$ cat config.mk
export PLATFORM = sky130hd
export DESIGN_NAME = tone_phase_accumulator
export DESIGN_NICKNAME = d
export VERILOG_FILES = /design/src/rtl/tone_phase_accumulator.sv
export SDC_FILE = /design/constraint.sdc
export NUM_CORES = 1
export LEC_CHECK = 0
export BUFFER_PORTS_ARGS = -buffer_cell sky130_fd_sc_hd__buf_2
export CAP_MARGIN = 20
export CORE_MARGIN = 8
export CORE_UTILIZATION = 66
export DETAILED_ROUTE_END_ITERATION = 7
export PLACE_DENSITY = 0.83
export SLEW_MARGIN = 20
export SYNTH_ARGS = -nofsm -noshare
export SYNTH_HDL_FRONTEND = slang
export SYNTH_SLANG_ARGS = --single-unit
$ cat constraint.sdc
create_clock -name clk -period 8.8 [get_ports clk]
set_input_delay 0.88 -clock clk [delete_from_list [all_inputs] [get_ports clk]]
set_output_delay 0.88 -clock clk [all_outputs]
set_load 0.01 [all_outputs]
$ cat src/rtl/tone_phase_accumulator.sv
// NCO phase stage: divides the system clock down to the audio sample rate, takes tuning
// words over valid/ready and advances a wrapping phase accumulator for the sine LUT.
module tone_phase_accumulator #(
   parameter int unsigned SAMPLE_DIV  = 520,
   parameter int unsigned ACC_W       = 24,
   parameter int unsigned GLIDE_SHIFT = 4
) (
   input  logic             clk,
   input  logic             reset,
   input  logic [ACC_W-1:0] tuning_word,
   input  logic             tw_valid,
   output logic             tw_ready,
   input  logic             note_on,
   input  logic             note_off,
   input  logic             glide_en,
   output logic [ACC_W-1:0] accumulator,
   output logic             sample_tick,
   output logic             active
);

   localparam int unsigned      CNT_W   = $clog2(SAMPLE_DIV);
   localparam logic [CNT_W-1:0] CNT_MAX = CNT_W'(SAMPLE_DIV - 1);

   typedef enum logic {
      IDLE = 1'b0,
      PLAY = 1'b1
   } state_e;

   state_e            state_q;
   logic [CNT_W-1:0]  cnt_q;
   logic              sample_tick_q;
   logic              active_q;
   logic [ACC_W-1:0]  acc_q;
   logic [ACC_W-1:0]  cur_tw_q;
   logic [ACC_W-1:0]  tgt_tw_q;
   logic [ACC_W-1:0]  pend_w_q;
   logic              pend_v_q;
   logic              start_q;
   logic              stop_q;

   logic              tick;
   logic              capture;
   logic [ACC_W-1:0]  new_tgt;
   logic signed [ACC_W:0] diff;
   logic signed [ACC_W:0] step;
   logic [ACC_W-1:0]  cur_tw_d;

   assign tick    = (cnt_q == CNT_MAX);
   assign capture = tw_valid & ~pend_v_q;
   // A word still waiting in the pending register becomes the target on this very tick.
   assign new_tgt = pend_v_q ? pend_w_q : tgt_tw_q;

   // Next increment while playing: jump straight to the target, or close a fixed
   // fraction of the remaining distance and snap once that fraction rounds to zero.
   always_comb begin
      // NOTE: every output of a combinational block gets a default first, so no path
      // leaves it unassigned and no latch is inferred.
      cur_tw_d = new_tgt;
      diff     = $signed({1'b0, new_tgt}) - $signed({1'b0, cur_tw_q});
      step     = diff >>> GLIDE_SHIFT;
      if (glide_en && (step != '0)) begin
         cur_tw_d = cur_tw_q + step[ACC_W-1:0];
      end
   end

   // NOTE: sequential state uses non-blocking assignments only, so every register
   // samples the pre-edge values regardless of statement order.
   always_ff @(posedge clk) begin
      if (reset) begin
         state_q       <= IDLE;
         cnt_q         <= '0;
         sample_tick_q <= 1'b0;
         active_q      <= 1'b0;
         acc_q         <= '0;
         cur_tw_q      <= '0;
         tgt_tw_q      <= '0;
         pend_w_q      <= '0;
         pend_v_q      <= 1'b0;
         start_q       <= 1'b0;
         stop_q        <= 1'b0;
      end else begin
         cnt_q         <= tick ? '0 : cnt_q + CNT_W'(1);
         sample_tick_q <= tick;

         // Capture needs an empty pending slot, so it never collides with consumption.
         if (tick && pend_v_q) begin
            tgt_tw_q <= pend_w_q;
            pend_v_q <= 1'b0;
         end
         if (capture) begin
            pend_w_q <= tuning_word;
            pend_v_q <= 1'b1;
         end

         // A pulse landing on the tick cycle itself is kept for the following tick.
         if (tick) begin
            start_q <= note_on;
            stop_q  <= note_off;
         end else begin
            start_q <= start_q | note_on;
            stop_q  <= stop_q | note_off;
         end

         if (tick) begin
            unique case (state_q)
               IDLE: begin
                  if (start_q) begin
                     state_q  <= PLAY;
                     active_q <= 1'b1;
                     acc_q    <= '0;
                     cur_tw_q <= new_tgt;
                  end
               end
               PLAY: begin
                  if (start_q) begin
                     acc_q    <= '0;
                     cur_tw_q <= new_tgt;
                  end else if (stop_q) begin
                     state_q  <= IDLE;
                     active_q <= 1'b0;
                     acc_q    <= '0;
                  end else begin
                     acc_q    <= acc_q + cur_tw_q;
                     cur_tw_q <= cur_tw_d;
                  end
               end
            endcase
         end
      end
   end

   assign tw_ready    = ~pend_v_q;
   assign accumulator = acc_q;
   assign sample_tick = sample_tick_q;
   assign active      = active_q;

endmodule

== Word-level counts from Yosys, hierarchy flattened ==
Cells that the tools add are included.
Word-level totals
  register bits: 112
  latch bits: 0
  memory bits (read-only): 0
  memories: 0
  word-level logic and storage cells: 55
  bits in writable memories: 0
Cells by class
  muxes and demuxes: 22
  $add $sub $neg: 4
  shift-type cells: 0
  order comparisons: 0
  equal/unequal tests: 5
  bitwise operators: 5
  div/mod/pow operators: 0
  multiply operators: 0
  reduce and logical (&&, ||, !) cells: 8
Operators by type and width (number)
  two-way mux 24 bit: 8
  one-hot mux 24 bit (2 select lines): 2
  adder 24 bit: 2
  nonzero test 25 bit: 1
  subtractor 24 x 24 -> 25 bit: 1
  adder 10 x 1 -> 10 bit (second input constant): 1
  equality test 10 bit (second input constant): 1
  two-way mux 1 bit: 10
  != test 2 bit (second input constant): 2
  one-hot mux 1 bit (2 select lines): 2
  AND reduction 4 bit: 1
  != test 3 bit (second input constant): 1
  AND reduction 3 bit: 1
  logical AND 1 bit: 2
  != test 2 x 1 -> 1 bit (second input constant): 1
  NOT 1 bit: 2
  OR 1 bit: 2
  AND reduction 2 bit: 1
  nonzero test 2 bit: 1
  OR reduction 2 bit: 1
  bitwise AND 1 bit: 1

== Longest topological paths before layout ==
Gate-level depths: netlist of the first run.
  word-level depth: 8
  gate-level depth with buffers: 23
  gate-level depth less buffers: 21

== Worst setup path after synthesis of the first run ==
OpenSTA, ideal clock, no wires.
  path type: register -> register
  from: register pend_v_q
  to: register cur_tw_q[23]
  data arrival time: 5.149 ns
  stages on the path, launching flop included: 24
  slack: 3.520 ns
  setup time: 0.131 ns
  cells stage by stage: dfxtp_1 clkbuf_1 clkbuf_1 mux2_2 ha_1 a21o_1 o2111a_1 o21ai_1 nor3_2 o31ai_2 nand2_1 xor2_1 ha_1 a21o_1 a21oi_1 nor4b_1 o21ai_0 a211oi_1 o21ai_0 a41oi_1 o21a_1 nor3_1 a32oi_1 o211ai_1
On the way
  word-level cells in the longest chain between the ends: 8
RTL lines
  start: declaration: RTL line 37  | logic pend_v_q;
  start signal: assignment: RTL line 78  | pend_v_q <= 1'b0;
  start signal: assignment: RTL line 88  | pend_v_q <= 1'b0;
  start signal: assignment: RTL line 92  | pend_v_q <= 1'b1;
  two-way mux 24 bit *: RTL line 51  | assign new_tgt = pend_v_q ? pend_w_q : tgt_tw_q;
  branches (longest 6 deep; another with subtractor 24 x 24 -> 25 bit)
  one-hot mux 24 bit (2 select lines) *: RTL line 105  | unique case (state_q)
  end signal: assignment: RTL line 111  | cur_tw_q <= new_tgt;
  end signal: assignment: RTL line 117  | cur_tw_q <= new_tgt;
  end signal: assignment: RTL line 124  | cur_tw_q <= cur_tw_d;
  end: declaration: RTL line 34  | logic [ACC_W-1:0] cur_tw_q;
Mark *: on every way between the ends. The select of a mux whose other input is x is not followed.
A chain may end at the register's enable or synchronous reset.

== Worst setup path after layout of the first run ==
Same ends and word-level chain as after synthesis.

==> impl_metrics.tcl, run 1 <==
set metrics [dict create \
    cp_cell_sequence "buf_4, mux2_2, ha_1, nor3_1, or3_1, o31ai_4, a21oi_2, xnor2_1, ha_1, a21oi_1, nor4b_1, o21ai_0, a211oi_1, o21ai_0, a41oi_1, o21a_1, nor3_1, a32oi_1, o211ai_1" \
    antenna_cells_inserted 0 \
    total_number_of_clock_tree_sinks 112 \
    path_clk_slew_ns 0.07 \
    slew_headroom 0.337 \
    synth-async-reset-ratio 0 \
    hold_path_endpoint "tgt_tw_q[14]" \
    critical_path_start_type "register" \
    firstDrtPassIters 6 \
    synth_cell_type_count 78 \
    rows 40 \
    slowest_stage_cell_cp "sky130_fd_sc_hd__dfxtp_1" \
    boundaryPins 57 \
    stdcell_area_um2 8800 \
    synth_cells 1043 \
    cts.htree.levels 3 \
    routed_wire_length_per_instance_um 16.5 \
    post_synth.cell_area_avg_um2 7.81 \
    core_area_um2 12000 \
    yosys_most_used_dff "sky130_fd_sc_hd__dfxtp_1" \
    clk_root_buffer_cell "sky130_fd_sc_hd__clkbuf_16" \
    worst_ep_arrival_time_ns 5.72 \
    detailedPlacementHpwl_um 14800 \
    status "finished clean" \
    routability_driven_placement_congestion_ratio 0.977 \
    crit_required_ns 9.03 \
    cpPeakStageDelay_ns 0.58 \
    synthDominantCellAreaShare 0.275 \
    total_overflow_reported_by_the_global_router 0 \
    starting_density 0.678 \
    crit-reg2reg-capture "cur_tw_q[23]" \
    crit_family "compound AO/OA/AOI/OAI gates" \
    crit_buf_inv 1 \
    power-per-cell-area_nw_per_um2 138 \
    num-nets-final 1174 \
    synthDominantAreaCellType "sky130_fd_sc_hd__dfxtp_1" \
    post_cts_hold_buffer_count 0 \
    rsz0062_at_grt "false" \
    place_area_um2 8470 \
    worstSkewPairLatency_ns 0.36 \
    leakagePower_nw 3.72 \
    remaining_drc_errors 0 \
    max_slew.worst_pin.slew_ns 0.993 \
    synth_seq_cells 112 \
    finalHoldViolations 0 \
    timing.final.crit_share 0.623 \
    avgViaCountPerCell 6.33 \
    r2r_slack_ns 3.31 \
    grt_start_max_net_pins 90 \
    timing_max_transition_violations_final 0 \
    via_count_of_the_first_global_routing_pass 6887 \
    synth.yosys.warnings 0 \
    power.ir.vdd_worst_v 0.000119 \
    worst-r2r-cell-count 19 \
    synthesis.area_um2 8140 \
    hold_path_class "reg2reg" \
    finClkSkew_ns 0.00948 \
    crit-reg2reg-launch "pend_v_q" \
    post_cts.repair.setup_buffers 0 \
    layout.filler_cells 985 \
    crit_type "reg2reg" \
    initial_antenna_violation_count 0 \
    dr_total_vias 7727 \
    syn-num-nets 1148 \
    setup_viol 0 \
    min-delay-start "tgt_tw_q[14]" \
    max_freq_ghz 0.182 \
    drive_above_1_share 0.114 \
    die_y_um 127 \
    tot_gr_track_use 0.251 \
    timing.final.crit_period_ns 5.49 \
    cts_inserted_buffers 9 \
    post_cts.resized_instances 0 \
    ant_nets 0 \
    first_pass_grt_wire_length_um 33900 \
    dieArea_um2 16100 \
    crit_path_max_fo 19 \
    synth_top_cells_by_area "sky130_fd_sc_hd__dfxtp_1 28%, sky130_fd_sc_hd__ha_1 11%, sky130_fd_sc_hd__nand2_1 6.6%, sky130_fd_sc_hd__a21oi_1 6.3%, sky130_fd_sc_hd__xnor2_1 4.0%" \
    fin_tns_setup_ns 0 \
    port_buffer_cells 56 \
    critical_path.endpoint_type "register" \
    floorplan.die.width_um 127 \
    synth-edff-count 0 \
    detailedRoute.firstIterationViolations 744 \
    share_of_the_yosys_chip_area_belonging_to_registers 0.275 \
    drv_cap 0 \
    hold_path_depth 2 \
    drt-total-wl_um 20200 \
    layout-area-overhead-vs-synth_pct 8.07 \
    tritoncts "yes" \
    max-clock-path-buffers 2 \
]
==> metrics by stage <==
| stage | utilization | power (mW) | cells | hold slack [ns] | setup WS [ns] |
|---|---|---|---|---|---|
| final | 0.733 | 1.21 | 1220 | 0.454 | 3.31 |
| after global routing | 0.733 | 1.26 | 1220 | 0.476 | 2.85 |
| after CTS | 0.732 | 1.21 | 1220 | 0.454 | 3.34 |
| after detailed placement | 0.705 | 0.775 | 1205 | 0.444 | 3.35 |
| after global placement | 0.705 | 0.774 | 1205 | 0.439 | 3.48 |
| after floorplan | - | 0.724 | 1043 | 0.426 | 3.52 |
==> synthesized netlist by cell type, types with 20 or more instances <==
cell type,n
sky130_fd_sc_hd__xor2_1,24
sky130_fd_sc_hd__nor2_1,85
sky130_fd_sc_hd__nor3_1,20
sky130_fd_sc_hd__a21o_1,27
sky130_fd_sc_hd__nand2_1,144
sky130_fd_sc_hd__dfxtp_1,112
sky130_fd_sc_hd__a21oi_1,102
sky130_fd_sc_hd__o21ai_0,55
sky130_fd_sc_hd__ha_1,73
sky130_fd_sc_hd__xnor2_1,37
sky130_fd_sc_hd__inv_1,44
sky130_fd_sc_hd__nand3_1,47
sky130_fd_sc_hd__clkbuf_1,40
sky130_fd_sc_hd__mux2_2,24
==> how the worst max path moves through the flow <==
stage / from / to / slack, ns / cells after the start
floorplan: pend_v_q / cur_tw_q[23] / 3.52 / 23
global placement: pend_v_q / cur_tw_q[23] / 3.48 / 19
detailed placement: pend_v_q / cur_tw_q[23] / 3.35 / 19
CTS: pend_v_q / cur_tw_q[23] / 3.34 / 19
global route: pend_v_q / cur_tw_q[23] / 2.85 / 19
finish: pend_v_q / cur_tw_q[23] / 3.31 / 19
==> metal layers <==
| layer | global-route usage | wire length (µm) | vias up |
|---|---|---|---|
| met3 | 0.0383 | 1570 | 19 |
| li1 | - | - | 3849 |
| met5 | 0 | 0 | - |
| met2 | 0.376 | 8510 | 319 |
| met1 | 0.360 | 9810 | 3540 |
| met4 | 0.0791 | 289 | 0 |
==> registers in the layout, indices dropped and copies added, names as in the netlist <==
register and cells:
pend_w_q 24, tgt_tw_q 24, start_q 1, state_q 1, accumulator 24, pend_v_q 1
active 1, cur_tw_q 24, cnt_q 10, sample_tick 1, stop_q 1
==> cell families after synthesis <==
| kind of cell | synth area share |
|---|---|
| flops | 0.275 |
| mux | 0.0344 |
| fa+ha+maj | 0.117 |
| buf+inv | 0.0439 |
| compound gates | 0.251 |
| simple gates | 0.213 |
| xor+xnor | 0.0656 |
==> report_power, final <==
group	leakage [nW]	internal, mW	switching, mW
logic	2.65	0.102	0.143
clock network	0.159	0.263	0.181
registers	0.907	0.515	0.00894
total	3.72	0.881	0.333
==> tightest hold or removal path: cells and delay by family, from the launching register on <==
kind,cells,cell delay (ns)
flops,1,0.31
simple gates,1,0.05
compound gates,1,0.05
==> placed cells by master (no fill, tap or decap), types with 4 or more instances in the layout <==
master and n:
sky130_fd_sc_hd__ha_1 73, sky130_fd_sc_hd__o21a_1 8, sky130_fd_sc_hd__a31oi_1 15, sky130_fd_sc_hd__buf_4 6, sky130_fd_sc_hd__a211o_1 4, sky130_fd_sc_hd__dfxtp_1 112, sky130_fd_sc_hd__nand4_1 5, sky130_fd_sc_hd__or3_1 8
sky130_fd_sc_hd__nand3_1 47, sky130_fd_sc_hd__nand2_1 144, sky130_fd_sc_hd__a21o_1 27, sky130_fd_sc_hd__buf_2 56, sky130_fd_sc_hd__xor2_1 24, sky130_fd_sc_hd__a311oi_1 6, sky130_fd_sc_hd__a22oi_1 15, sky130_fd_sc_hd__o2111ai_1 5
sky130_fd_sc_hd__xnor2_1 37, sky130_fd_sc_hd__nor2_1 85, sky130_fd_sc_hd__nor2b_1 9, sky130_fd_sc_hd__and2_1 5, sky130_fd_sc_hd__inv_1 44, sky130_fd_sc_hd__o21ai_0 55, sky130_fd_sc_hd__a41oi_1 5, sky130_fd_sc_hd__clkbuf_16 9
sky130_fd_sc_hd__and3_1 8, sky130_fd_sc_hd__nor3_1 20, sky130_fd_sc_hd__a211oi_1 15, sky130_fd_sc_hd__o211ai_1 5, sky130_fd_sc_hd__mux2_2 24, sky130_fd_sc_hd__a21oi_1 102, sky130_fd_sc_hd__o21bai_1 9
==> layout make-up <==
class                   instances  area [µm²]  share of cell area
flip-flops and latches        112        2240               0.255
multi-input cells             839        5560               0.632
clock inverters                 3        65.1             0.00739
clock buffers                  12         256              0.0291
inverters                      45         169              0.0192
well taps                     147         184              0.0209
repair buffers                 62         325              0.0370
Power figures use the tool's default switching activity.
==> inputs of run 2 (changes only) <==
--- a/config.mk
+++ b/config.mk
@@ -8,9 +8,9 @@
 export BUFFER_PORTS_ARGS = -buffer_cell sky130_fd_sc_hd__buf_2
 export CAP_MARGIN = 20
 export CORE_MARGIN = 8
-export CORE_UTILIZATION = 66
+export CORE_UTILIZATION = 62
 export DETAILED_ROUTE_END_ITERATION = 7
-export PLACE_DENSITY = 0.83
+export PLACE_DENSITY = 0.79
 export SLEW_MARGIN = 20
 export SYNTH_ARGS = -nofsm -noshare
 export SYNTH_HDL_FRONTEND = slang
==> constraint.sdc (replaced) <==
create_clock -name clk -period 5.55 [get_ports clk]
set_input_delay 0.555 -clock clk [delete_from_list [all_inputs] [get_ports clk]]
set_output_delay 0.555 -clock clk [all_outputs]
set_load 0.01 [all_outputs]
==> run 2 against run 1 <==
  * First-iteration DRC count decreased by 18%
  * Via count decreased by 1.4%
  * Total power increased by 55%
  * Largest cell class unchanged
  * Sequential power increased by 58%
  * Core utilization decreased by 5.2 points
  * Fmax increased by 5.2%
  * Worst hold slack got worse by 0.051 ns
  * Non-clock buffer count increased by 5
  * Setup slack got worse by 3.0 ns
==> impl_metrics.tcl, run 2 (synthesis gave the netlist of run 1 again) <==
set metrics [dict create \
    hold-worst-slack_ns 0.402 \
    detailedRoute.firstIterationViolations 613 \
    combinationalPowerShare 0.216 \
    tritoncts "yes" \
    finClkSkew_ns 0.00544 \
    total_number_of_clock_tree_sinks 112 \
    cts.htree.levels 3 \
    power_frac_seq 0.442 \
    drv_cap 0 \
    crit_type "reg2reg" \
    port_buffer_cells 56 \
    avgViaCountPerCell 6.07 \
    max_freq_ghz 0.192 \
    ant_nets 0 \
    cellInternalPower_mw 1.30 \
    critical_path.endpoint_type "register" \
    remaining_drc_errors 0 \
    most_common_cell_after_layout_fill_and_taps_aside "sky130_fd_sc_hd__nand2_1" \
    hold_path_class "in2reg" \
    core_area_um2 13000 \
    instances_no_fill 1255 \
    grt_start_max_net_pins 89 \
    antenna_cells_inserted 0 \
    die_y_um 131 \
    r2r_slack_ns 0.33 \
    rows 42 \
    worstSkewPairLatency_ns 0.36 \
    drt-total-wl_um 20600 \
    power.ir.vdd_worst_v 0.000171 \
    first_pass_grt_wire_length_um 33800 \
    fin_tns_setup_ns 0 \
    clk_root_buffer_cell "sky130_fd_sc_hd__clkbuf_16" \
    crit_path_max_fo 10 \
    status "finished clean" \
    cts_inserted_buffers 9 \
    max_slew.worst_pin.slew_ns 1.07 \
    drive_above_1_share 0.123 \
    timing.final.crit_share 0.940 \
    total_overflow_reported_by_the_global_router 0 \
    timing.final.crit_period_ns 5.22 \
    dieArea_um2 17100 \
    clock_power_share 0.341 \
    crit_required_ns 5.78 \
    rsz0062_at_grt "false" \
    swShare 0.305 \
    busiest_layer "met2" \
    total_switching_power_mw 0.572 \
    globalRouteMet2Util 0.383 \
    globalRouteMet3Util 0.0329 \
    leakagePower_nw 3.74 \
    path_clk_slew_ns 0.08 \
    firstDrtPassIters 5 \
    global_route.usage.met1 0.340 \
    finalHoldViolations 0 \
    floorplan.die.width_um 131 \
    critical_path_start_type "register" \
    layout.filler_cells 1148 \
    layout-area-overhead-vs-synth_pct 8.87 \
    dr_total_vias 7621 \
    via_count_of_the_first_global_routing_pass 6984 \
    tot_gr_track_use 0.245 \
    slew_headroom 0.284 \
    power-per-cell-area_nw_per_um2 212 \
    placedCellCount 1237 \
    num-nets-final 1179 \
    routability_driven_placement_congestion_ratio 0.932 \
    worst_ep_arrival_time_ns 5.45 \
    initial_antenna_violation_count 0 \
    post_cts_hold_buffer_count 0 \
    detailedPlacementHpwl_um 15300 \
    boundaryPins 57 \
    timing_max_transition_violations_final 0 \
    max-clock-path-buffers 2 \
    layout_common_cells "144 x sky130_fd_sc_hd__nand2_1, 111 x sky130_fd_sc_hd__dfxtp_1, 102 x sky130_fd_sc_hd__a21oi_1" \
    setup_viol 0 \
    starting_density 0.625 \
    routed_wire_length_per_instance_um 16.4 \
]
-- run 2: critical path, stage by stage (launching register included) --
cell and delay, ns:
sky130_fd_sc_hd__dfxtp_4 0.42, sky130_fd_sc_hd__mux2_2 0.37, sky130_fd_sc_hd__ha_1 0.36, sky130_fd_sc_hd__a21o_1 0.28, sky130_fd_sc_hd__o2111a_1 0.28, sky130_fd_sc_hd__o21ai_1 0.19, sky130_fd_sc_hd__nor3_2 0.11, sky130_fd_sc_hd__o31ai_4 0.32
sky130_fd_sc_hd__nand2_1 0.12, sky130_fd_sc_hd__xor2_1 0.16, sky130_fd_sc_hd__ha_1 0.37, sky130_fd_sc_hd__a21o_1 0.18, sky130_fd_sc_hd__a21oi_1 0.23, sky130_fd_sc_hd__nor4b_2 0.23, sky130_fd_sc_hd__o21ai_1 0.17, sky130_fd_sc_hd__a211oi_2 0.28
sky130_fd_sc_hd__o21ai_0 0.17, sky130_fd_sc_hd__a41oi_1 0.30, sky130_fd_sc_hd__o21a_1 0.19, sky130_fd_sc_hd__nor3_1 0.06, sky130_fd_sc_hd__a32oi_1 0.20, sky130_fd_sc_hd__o211ai_1 0.11
-- run 2: final cells by class --
class                           instances  area (µm²)  share of cell area
Clock buffer                            9         225              0.0254
Tap cell                              176         220              0.0248
Clock inverter                          7        63.8             0.00720
Inverter                               45         169              0.0191
Sequential cell                       112        2250               0.253
Multi-Input combinational cell        839        5580               0.629
Timing Repair Buffer                   67         363              0.0409
-- run 2: final timing paths --
path          startpoint      endpoint  cells after the start
max             pend_v_q  cur_tw_q[23]                     21
min              note_on       start_q                      3
max reg2reg     pend_v_q  cur_tw_q[23]                     21
min reg2reg  tgt_tw_q[4]   tgt_tw_q[4]                      2
-- run 2: power groups by stage --
stage / combinational [mW] / sequential, mW / clock (mW)
6_report: 0.406 / 0.829 / 0.641
5_1_grt: 0.442 / 0.832 / 0.679
4_1_cts: 0.388 / 0.829 / 0.648
3_5_place_dp: 0.385 / 0.848 / 0
3_3_place_gp: 0.385 / 0.848 / 0
2_1_floorplan: 0.307 / 0.842 / 0
-- run 2: per-stage QoR --
step	total power, mW	worst slack, ns	cell area (µm²)	utilization
after floorplan	1.15	0.270	8140	-
after global placement	1.23	0.242	8530	0.654
after detailed placement	1.23	0.112	8530	0.654
after CTS	1.86	0.0859	8820	0.677
after global routing	1.95	0.0109	8860	0.680
final	1.88	0.334	8860	0.680
-- run 2: per-layer routing --
metal  vias up  routed length [µm]
met4         0                 393
met2       273                8850
met3        29                1390
met1      3469                9940
li1       3850                   -
met5         -                   0
-- run 2: timing repair --
action	in CTS	in global routing
resized for setup	0	7
buffers inserted	0	2
endpoints found under the setup margin	0	5
hold endpoints to repair	0	0
